`src/rtl/hd63701_timer.sv`:
```
// HD63701 on-chip 16-bit timer: free-running counter, output compare, input capture
// and TCSR, decoded straight off the core bus and interrupting through IRQ2_TIM.
module hd63701_timer #(
  parameter logic [15:0] BASE        = 16'h0008,
  parameter int          SYNC_STAGES = 2
) (
  input  logic        CLKx2,
  input  logic        RSTn,
  input  logic        CE,
  input  logic [15:0] AD,
  input  logic        RW,
  input  logic [7:0]  DO,
  output logic [7:0]  RDATA,
  output logic        RSEL,
  input  logic        TIN,
  output logic        TOUT,
  output logic        IRQ2_TIM
);

  logic [15:0] r_frc, r_ocr, r_icr;
  logic [7:0]  r_rbuf, r_tmp;
  logic [4:0]  r_ctl;
  logic        r_icf, r_ocf, r_tof;
  logic        r_arm_icf, r_arm_ocf, r_arm_tof;
  logic [SYNC_STAGES-1:0] r_sync;
  logic        r_tin_d, r_cap_pend, r_tout, r_irq;

  logic [15:0] w_off;
  logic [2:0]  w_reg;
  logic        w_acc, w_rd, w_wr;
  logic        w_rd_tcsr, w_rd_frch, w_rd_icrh;
  logic        w_wr_tcsr, w_wr_frch, w_wr_frcl, w_wr_ocrh, w_wr_ocrl;
  logic        w_tin_s, w_edge, w_cap, w_wrap, w_ocmp;
  logic        w_clr_icf, w_clr_ocf, w_clr_tof;

  // Addresses below BASE wrap to large offsets, so one compare covers both ends.
  assign w_off = AD - BASE;
  assign RSEL  = (w_off <= 16'd6);
  assign w_reg = w_off[2:0];
  assign w_acc = RSEL & CE;
  assign w_rd  = w_acc & RW;
  assign w_wr  = w_acc & ~RW;

  assign w_rd_tcsr = w_rd & (w_reg == 3'd0);
  assign w_rd_frch = w_rd & (w_reg == 3'd1);
  assign w_rd_icrh = w_rd & (w_reg == 3'd5);
  assign w_wr_tcsr = w_wr & (w_reg == 3'd0);
  assign w_wr_frch = w_wr & (w_reg == 3'd1);
  assign w_wr_frcl = w_wr & (w_reg == 3'd2);
  assign w_wr_ocrh = w_wr & (w_reg == 3'd3);
  assign w_wr_ocrl = w_wr & (w_reg == 3'd4);

  assign w_tin_s = r_sync[SYNC_STAGES-1];
  assign w_edge  = r_ctl[1] ? (w_tin_s & ~r_tin_d) : (~w_tin_s & r_tin_d);
  // An edge seen on a non-CE cycle is held until the next CE cycle.
  assign w_cap   = CE & (w_edge | r_cap_pend);
  assign w_wrap  = CE & ~w_wr_frcl & (r_frc == 16'hFFFF);
  assign w_ocmp  = CE & ~(w_wr_ocrh | w_wr_ocrl) & (r_frc == r_ocr);

  assign w_clr_icf = w_rd_icrh & r_arm_icf;
  assign w_clr_ocf = (w_wr_ocrh | w_wr_ocrl) & r_arm_ocf;
  assign w_clr_tof = w_rd_frch & r_arm_tof;

  always_ff @(posedge CLKx2 or negedge RSTn) begin
    if (!RSTn) begin
      r_sync     <= '0;
      r_tin_d    <= 1'b0;
      r_cap_pend <= 1'b0;
      r_irq      <= 1'b0;
    end else begin
      r_sync     <= {r_sync[SYNC_STAGES-2:0], TIN};
      r_tin_d    <= w_tin_s;
      r_cap_pend <= CE ? 1'b0 : (r_cap_pend | w_edge);
      r_irq      <= (r_icf & r_ctl[4]) | (r_ocf & r_ctl[3]) | (r_tof & r_ctl[2]);
    end
  end

  always_ff @(posedge CLKx2 or negedge RSTn) begin
    if (!RSTn) begin
      r_frc  <= 16'h0000;
      r_ocr  <= 16'hFFFF;
      r_icr  <= 16'h0000;
      r_rbuf <= 8'h00;
      r_tmp  <= 8'h00;
      r_ctl  <= 5'h00;
      r_tout <= 1'b0;
    end else if (CE) begin
      r_frc <= w_wr_frcl ? {r_tmp, DO} : r_frc + 16'd1;
      if (w_rd_frch) r_rbuf <= r_frc[7:0];
      if (w_wr_frch) r_tmp <= DO;
      if (w_wr_ocrh) r_ocr[15:8] <= DO;
      if (w_wr_ocrl) r_ocr[7:0] <= DO;
      if (w_wr_tcsr) r_ctl <= DO[4:0];
      if (w_cap) r_icr <= r_frc;
      if (w_ocmp) r_tout <= r_ctl[0];
    end
  end

  // Set beats clear; a clear also disarms, and a TCSR read arms only flags that are 1.
  always_ff @(posedge CLKx2 or negedge RSTn) begin
    if (!RSTn) begin
      r_icf     <= 1'b0;
      r_ocf     <= 1'b0;
      r_tof     <= 1'b0;
      r_arm_icf <= 1'b0;
      r_arm_ocf <= 1'b0;
      r_arm_tof <= 1'b0;
    end else begin
      if (w_cap) r_icf <= 1'b1;
      else if (w_clr_icf) begin
        r_icf     <= 1'b0;
        r_arm_icf <= 1'b0;
      end
      if (w_ocmp) r_ocf <= 1'b1;
      else if (w_clr_ocf) begin
        r_ocf     <= 1'b0;
        r_arm_ocf <= 1'b0;
      end
      if (w_wrap) r_tof <= 1'b1;
      else if (w_clr_tof) begin
        r_tof     <= 1'b0;
        r_arm_tof <= 1'b0;
      end
      if (w_rd_tcsr) begin
        r_arm_icf <= r_icf;
        r_arm_ocf <= r_ocf;
        r_arm_tof <= r_tof;
      end
    end
  end

  always_comb begin
    RDATA = 8'h00;
    if (RSEL) begin
      case (w_reg)
        3'd0:    RDATA = {r_icf, r_ocf, r_tof, r_ctl};
        3'd1:    RDATA = r_frc[15:8];
        3'd2:    RDATA = r_rbuf;
        3'd3:    RDATA = r_ocr[15:8];
        3'd4:    RDATA = r_ocr[7:0];
        3'd5:    RDATA = r_icr[15:8];
        3'd6:    RDATA = r_icr[7:0];
        default: RDATA = 8'h00;
      endcase
    end
  end

  assign TOUT     = r_tout;
  assign IRQ2_TIM = r_irq;

endmodule

```
`config.mk`:
```
export PLATFORM = sky130hd
export DESIGN_NAME = hd63701_timer
export DESIGN_NICKNAME = d
export VERILOG_FILES = /design/src/rtl/hd63701_timer.sv
export SDC_FILE = /design/constraint.sdc
export NUM_CORES = 1
export LEC_CHECK = 0
export ABC_CLOCK_PERIOD_IN_PS = 2100
export BUFFER_PORTS_ARGS = -buffer_cell sky130_fd_sc_hd__buf_2
export CAP_MARGIN = 10
export CORE_MARGIN = 2
export CORE_UTILIZATION = 25
export CTS_BUF_LIST = sky130_fd_sc_hd__clkbuf_8 sky130_fd_sc_hd__clkbuf_16
export CTS_CLUSTER_DIAMETER = 40
export DETAILED_ROUTE_END_ITERATION = 16
export PLACE_DENSITY = 0.42
export SKIP_LAST_GASP = 1
export SLEW_MARGIN = 10
export SYNTH_ARGS = -nofsm -noshare
export SYNTH_HDL_FRONTEND = slang
export SYNTH_SLANG_ARGS = --single-unit
```
`constraint.sdc`:
```
create_clock -name CLKx2 -period 2.1 [get_ports CLKx2]
set_input_delay 0.105 -clock CLKx2 [delete_from_list [all_inputs] [get_ports CLKx2]]
set_output_delay 0.105 -clock CLKx2 [all_outputs]
set_load 0.005 [all_outputs]
```
==> metrics.yaml, run 1 <==
maxCapViolCount: 0
power_frac_clock_pct: 34.5
wl_per_cell_um: 19.14
p_sw_share_pct: 30.44
nFillCells: 1768
gp_congestion: 0.7757
ys_types: 53
fin_ws_ns: -0.3570
synth_ff_type: "dfrtp_1"
slew_violations: 0
power.leakage_nw: 2.707
clockRootBuffer: "clkbuf_16"
cts_max_path_buffers: 2
synth-seq-cells: 81
vias: 3751
hold_path_class: "input port to flop"
synth-edff-count: 0
ir_worst_vdd_uv: 363.7
synth_top_cell_by_area: "dfrtp_1"
placed_area_sq_um: 5359
final_common_cell: "dfrtp_1"
die-area_sq_um: 18860
worstRegToRegCells: 6
grt-ovfl-total: 0
cp-end-kind: "output pin"
clock_sinks: 81
final.min_clock_period_ns: 2.457
cts_tree: "built"
min_path_cells: 2
seq_power_share_pct: 41.8
postLayoutCellArea_sq_um: 6080
p_switching_mw: 1.377
die-width_um: 137.3
violations: "setup timing"
grt_max_degree: 52
fin_skew_ns: 0.007459
cp-start-kind: "input port"
track_usage_pct: 16.24
drive_above_1_share_pct: 41.64
numCtsBuffers: 9
setup_viol: 69
final_util_pct: 35.03
hold_violations: 0
clock_latency_ns: 0.35
fin_nets: 564
path_clk_slew_ns: 0.06
yosysWarnings: 0
dp_hpwl_mm: 9.941
finalCritPeriodShare_pct: 117.0
io_pins: 40
core_area_sq_um: 17360
grt_pass1_vias: 3714
tightestPinTransition_ns: 0.5778
crit_path_max_fanout: 7
synth.area.top_cells: "dfrtp_1 37%, mux2_2 12%, dfstp_2 9.5%"
status: "complete, but fails checks"
htree_levels: 3
synth.avg_cell_area_sq_um: 10.36
yosysTopAreaCellShare_pct: 36.60
power.total_mw: 4.525
grt_pass1_wl_mm: 22.32
rows: 48
synthArstFlopShare_pct: 100.0
routed_wl_mm: 14.61
intPower_mw: 3.148
pre_cts_ws_ns: -0.6641
dieHeight_um: 137.3
drc: 0
drt-pass1-iter-count: 4
drt-initial-drc-count: 224
power_density_nw_per_um2: 744.3
worstPathRequired_ns: 2.00
combPwrFrac_pct: 23.8
slew_headroom_pct: 61.48
syn_area_sq_um: 4444
rsz0062_at_grt: "yes"
final_cell_mix: "65 x dfrtp_1, 58 x buf_4, 40 x nand2_1"
antenna_left: 0
antenna_cells: 0
io_buffers: 39
syn_to_final_growth_pct: 36.80
syn_nets: 460
fmax_mhz: 407.0
critical_path_class: "input port to output pin"
grt_antenna_before_repair: 0
ys_seq_area_share_pct: 46.06
syn_inst: 429
drt-vias-per-instance: 4.916
start_util_pct: 25.61
cp_data_arrival_time_ns: 2.35
-- worst max-delay path, stage by stage --
cell and delay, ns:
buf_12 0.11, inv_12 0.04, ha_4 0.12, or4b_4 0.47
o31a_1 0.25, or4_4 0.44, or3_4 0.40, buf_12 0.17
nor2_1 0.12, buf_2 0.13
-- path summary, 6_finish.rpt --
kind,start,endpoint,slack (ns)
worst max-delay path,AD[3],RDATA[0],-0.36
worst max register to register,r_frc[2],r_frc[15],-0.03
worst min register to register,r_sync[0],r_sync[1],0.35
worst min-delay path,DO[7],r_tmp[7],0.07
min in group asynchronous,RSTn,r_icr[13],0.24
max in group asynchronous,RSTn,r_ocr[11],1.17
-- state kept, by name (all words and copies together) (netlist names), 2 cells and up --
name	count
r_ctl	5
r_frc	16
r_icr	16
r_ocr	16
r_rbuf	8
r_sync	2
r_tmp	8
-- power by group through the flow --
| stage | clock (mW) | combinational [mW] | sequential (mW) |
|---|---|---|---|
| after detailed placement | 0 | 1.04 | 1.92 |
| after floorplan | 0 | 0.515 | 1.91 |
| final | 1.56 | 1.07 | 1.89 |
| after global routing | 1.66 | 1.19 | 1.92 |
| after global placement | 0 | 1.04 | 1.91 |
| after CTS | 1.59 | 1.06 | 1.89 |
-- cell usage after synthesis (2+ instances only) --
cell type	count
and3_1	3
nor2_1	31
mux2i_1	21
nor2b_1	9
dfstp_2	16
a31oi_1	2
a21oi_1	8
mux4_2	3
ha_1	2
buf_4	2
nor3_1	9
o21ai_0	36
nand4_1	6
mux2_2	46
xnor2_1	4
clkbuf_1	15
or3_1	2
nor4_1	4
inv_1	17
a22o_1	2
buf_1	4
and2_1	2
nor4_4	2
or4_1	3
nand3_2	4
a221oi_1	3
dfrtp_1	65
nor3b_1	2
xor2_1	14
o211ai_1	3
nand3b_1	2
o31ai_1	2
nand3_1	12
o22ai_1	2
nand2_1	40
a22oi_1	14
-- logic make-up (layout without fill, tap and decap cells) --
kind of cell / count (synthesis) / after routing / synth area share (%)
buffers and inverters: 38 / 147 / 3.378
AND/OR/NAND/NOR: 138 / 138 / 16.69
flip-flops: 81 / 81 / 46.06
adder cells (fa/ha/maj): 2 / 2 / 0.5630
AO/OA/AOI/OAI: 81 / 81 / 11.60
multiplexers: 71 / 71 / 18.16
XOR/XNOR: 18 / 18 / 3.547
-- routing by layer --
layer,wire length [um],global-route usage (%),up-vias
met4,414,6.586,0
met1,6951,22.65,1881
met3,489,2.208,25
li1,-,-,1763
met2,6751,25.35,82
met5,0,0,-
-- cell type report --
class                      instances  area [sq um]  area share (%)
timing repair buffer             114         963.4           15.85
tap                              225         281.5           4.631
inverter                          17         83.83           1.379
sequential                        81          2047           33.67
clock inverter                     7         62.56           1.029
multi-input combinational        310          2416           39.74
clock buffer                       9         225.2           3.704
-- through the flow --
stage | cells | TNS, ns | hold slack [ns]
after floorplan | 429 | -18.32 | -0.1906
after global placement | 722 | -36.37 | 0.08669
after detailed placement | 722 | -37.22 | 0.08620
after CTS | 757 | -14.96 | 0.06863
after global routing | 763 | -22.12 | 0.07391
final | 763 | -16.48 | 0.07190
-- what timing repair did --
action,4_1_cts,5_1_grt
pin swaps,11,6
buffers inserted,15,8
resized for setup,31,20
hold buffers,2,0
endpoints found under the setup margin,69,69
hold endpoints to repair,29,0
cloned,3,1
Note: power is estimated with default switching activity, not from simulation.
==> inputs of run 2 (changes only) <==
- ABC_CLOCK_PERIOD_IN_PS: 2100 -> 2840
- PLACE_DENSITY: 0.42 -> 0.4
- clock period: 2.1 -> 2.84 ns (I/O delays scaled with it)
==> run 2 against run 1 <==
The run now ends clean; non-clock buffer count fell by 52; count of clock-buffer cells in the layout grew 1; critical path type unchanged; sequential share of layout area rose by 4.5 points; flip-flop and latch count unchanged; combinational power down 47%; sequential power down 23%; die area stayed put; power is 30% lower; largest power group unchanged; design area fell by 12%; routed wire length shrank 4.9%.
==> metrics.yaml, run 2 (synthesized netlist as in run 1, its figures left out) <==
p_switching_mw: 0.9624  # -30%
crit_path_max_fanout: 12  # +5
cp-end-kind: "output pin"
cp_data_arrival_time_ns: 2.58  # +0.23 ns
setup-tns-final_ns: 0  # +16.48 ns
htree_levels: 3  # unchanged
drc: 0  # unchanged
max_stage_delay_ns: 0.49  # +0.02 ns
cts_max_path_buffers: 2  # unchanged
crit_family: "simple AND/OR/NAND/NOR gates"
worstPathRequired_ns: 2.70  # +0.70 ns
crit_chain: "buf_2 > inv_1 > ha_2 > or4b_4 > o31a_1 > or4_4 > or3_4 > buf_12 > nor2_1 > buf_2"
dieHeight_um: 137.3  # unchanged
grt-ovfl-total: 0  # unchanged
hold_path_class: "input port to flop"
cts_tree: "built"
rows: 48  # unchanged
grt_antenna_before_repair: 0  # unchanged
final_util_pct: 30.90  # -4.1 points
fin_skew_ns: 0.007032  # -0.0004266 ns
drive_above_1_share_pct: 31.48  # -10 points
slew_headroom_pct: 53.16  # -8.3 points
antenna_cells: 0  # unchanged
intPower_mw: 2.223  # -29%
vias: 3572  # -4.8%
fmax_mhz: 367.5
clock_sinks: 81  # unchanged
cp_num_buf_inv: 4  # unchanged
core_area_sq_um: 17360  # unchanged
grt_max_degree: 45  # -13%
rr_startpoint: "r_frc[0]"
power.total_mw: 3.186  # -30%
final_cell_mix: "65 x dfrtp_1, 46 x mux2_2, 40 x nand2_1"
slew_violations: 0  # unchanged
seq_power_share_pct: 45.6  # +3.8 points
worstRegToRegCells: 6  # unchanged
final_common_cell: "dfrtp_1"
routed_wl_mm: 13.89  # -4.9%
top_layer: "met4"
io_pins: 40  # unchanged
maxCapViolCount: 0  # unchanged
io_buffers: 39  # unchanged
combPwrFrac_pct: 17.9  # -5.9 points
die-width_um: 137.3  # unchanged
dp_hpwl_mm: 10.01  # +0.71%
path_clk_slew_ns: 0.06  # about the same
fin_nets: 512  # -9.2%
power_density_nw_per_um2: 593.9  # -20%
worst_hold_startpoint: "DO[6]"
power_frac_clock_pct: 36.5  # +2.0 points
status: "finished, final reports clean"
p_sw_share_pct: 30.21  # -0.23 points
power.leakage_nw: 2.376  # -12%
track_usage_pct: 15.80  # -0.44 points
start_util_pct: 25.61  # unchanged
syn_to_final_growth_pct: 20.69
min_path_cells: 2  # unchanged
ir_worst_vdd_uv: 209.4  # -42%
drt-vias-per-instance: 5.024  # +2.2%
numCtsBuffers: 9  # unchanged
top_regs: "r_frc (16), r_icr (16), r_ocr (16)"
drt-pass1-iter-count: 6  # +2
finalCritPeriodShare_pct: 95.81
clock_latency_ns: 0.35  # about the same
grt_pass1_wl_mm: 21.55  # -3.5%
dp.cells: 693  # -4.0%
gp_congestion: 0.8157  # +5.2%
cp-start-kind: "input port"
cpMaxStageDelayCell: "or4b_4"
grt_pass1_vias: 3571  # -3.9%
antenna_left: 0  # unchanged
die-area_sq_um: 18860  # unchanged
finalNonFillerCells: 711  # -6.8%
rsz0062_at_grt: "no"
wl_met3_um: 567  # +16%
clockRootBuffer: "clkbuf_16"
drt-initial-drc-count: 180  # -20%
met1Wirelength_mm: 6.705  # -3.5%
r2r_end: "r_frc[15]"
r2r_setup_slack_ns: 0.40  # +0.43 ns
final.min_clock_period_ns: 2.721
wl_met2_mm: 6.375  # -5.6%
setup_viol: 0  # -100%
critical_path_class: "input port to output pin"
wl_per_cell_um: 19.54  # +2.1%
cp_common_cell: "buf_2"
nFillCells: 1805  # +2.1%
tightestPinTransition_ns: 0.7026  # +0.1248 ns
hold_violations: 0  # unchanged
hold_end: "r_tmp[6]"
run 2: cell count changes in the layout (fill, tap and decap cells not counted), moves of 3 or more:
cell / change
buf_6: -8
inv_1: +5
o21ai_2: -6
mux2_4: -11
buf_4: -39
mux2_2: +11
buf_2: +3
buf_16: -3
buf_12: -3
o21ai_0: +8
run 2: worst max path at each step:
| stage | startpoint | endpoint | slack [ns] | cells past startpoint |
|---|---|---|---|---|
| finish | AD[3] | RDATA[0] | 0.12 | 10 |
| global route | AD[4] | RDATA[0] | 0.03 | 10 |
| CTS | AD[3] | RDATA[1] | 0.01 | 10 |
| detailed placement | AD[3] | r_frc[12] | -0.04 | 10 |
| global placement | AD[3] | r_tmp[4] | -0.01 | 10 |
| floorplan | AD[3] | r_tmp[6] | 0.27 | 8 |
run 2: metal layers:
metal,track usage [%],vias up
met5,0,-
met3,2.649,13
li1,-,1655
met1,21.97,1828
met2,24.79,76
met4,5.556,0
run 2: per-stage QoR:
step	hold slack [ns]	worst slack [ns]	instance area (sq um)
2_1_floorplan	-0.1536	0.2674	4444
3_3_place_gp	0.1942	-0.01125	5046
3_5_place_dp	0.1891	-0.03947	5046
4_1_cts	0.05615	0.01230	5356
5_1_grt	0.06091	0.02530	5364
6_report	0.05616	0.1191	5364
run 2: timing repair:
action,4_1_cts,5_1_grt
gates resized for setup,0,2
hold endpoints to repair,34,0
setup buffers,0,0
endpoints found under the setup margin,0,7
hold buffers,2,0
run 2: layout make-up:
class                      instances  area, sq um  share of cell area [%]
tap                              225        281.5                   5.248
inverter                          17        63.81                   1.190
timing repair buffer              62        412.9                   7.698
multi-input combinational        310         2268                   42.29
sequential                        81         2047                   38.16
clock inverter                     6        51.30                  0.9564
clock buffer                      10        239.0                   4.455
run 2: power by group through the flow:
stage | clock (mW) | combinational [mW] | sequential, mW
global route | 1.25 | 0.638 | 1.47
detailed placement | 0 | 0.569 | 1.47
CTS | 1.19 | 0.578 | 1.45
global placement | 0 | 0.571 | 1.46
floorplan | 0 | 0.374 | 1.41
finish | 1.16 | 0.571 | 1.45
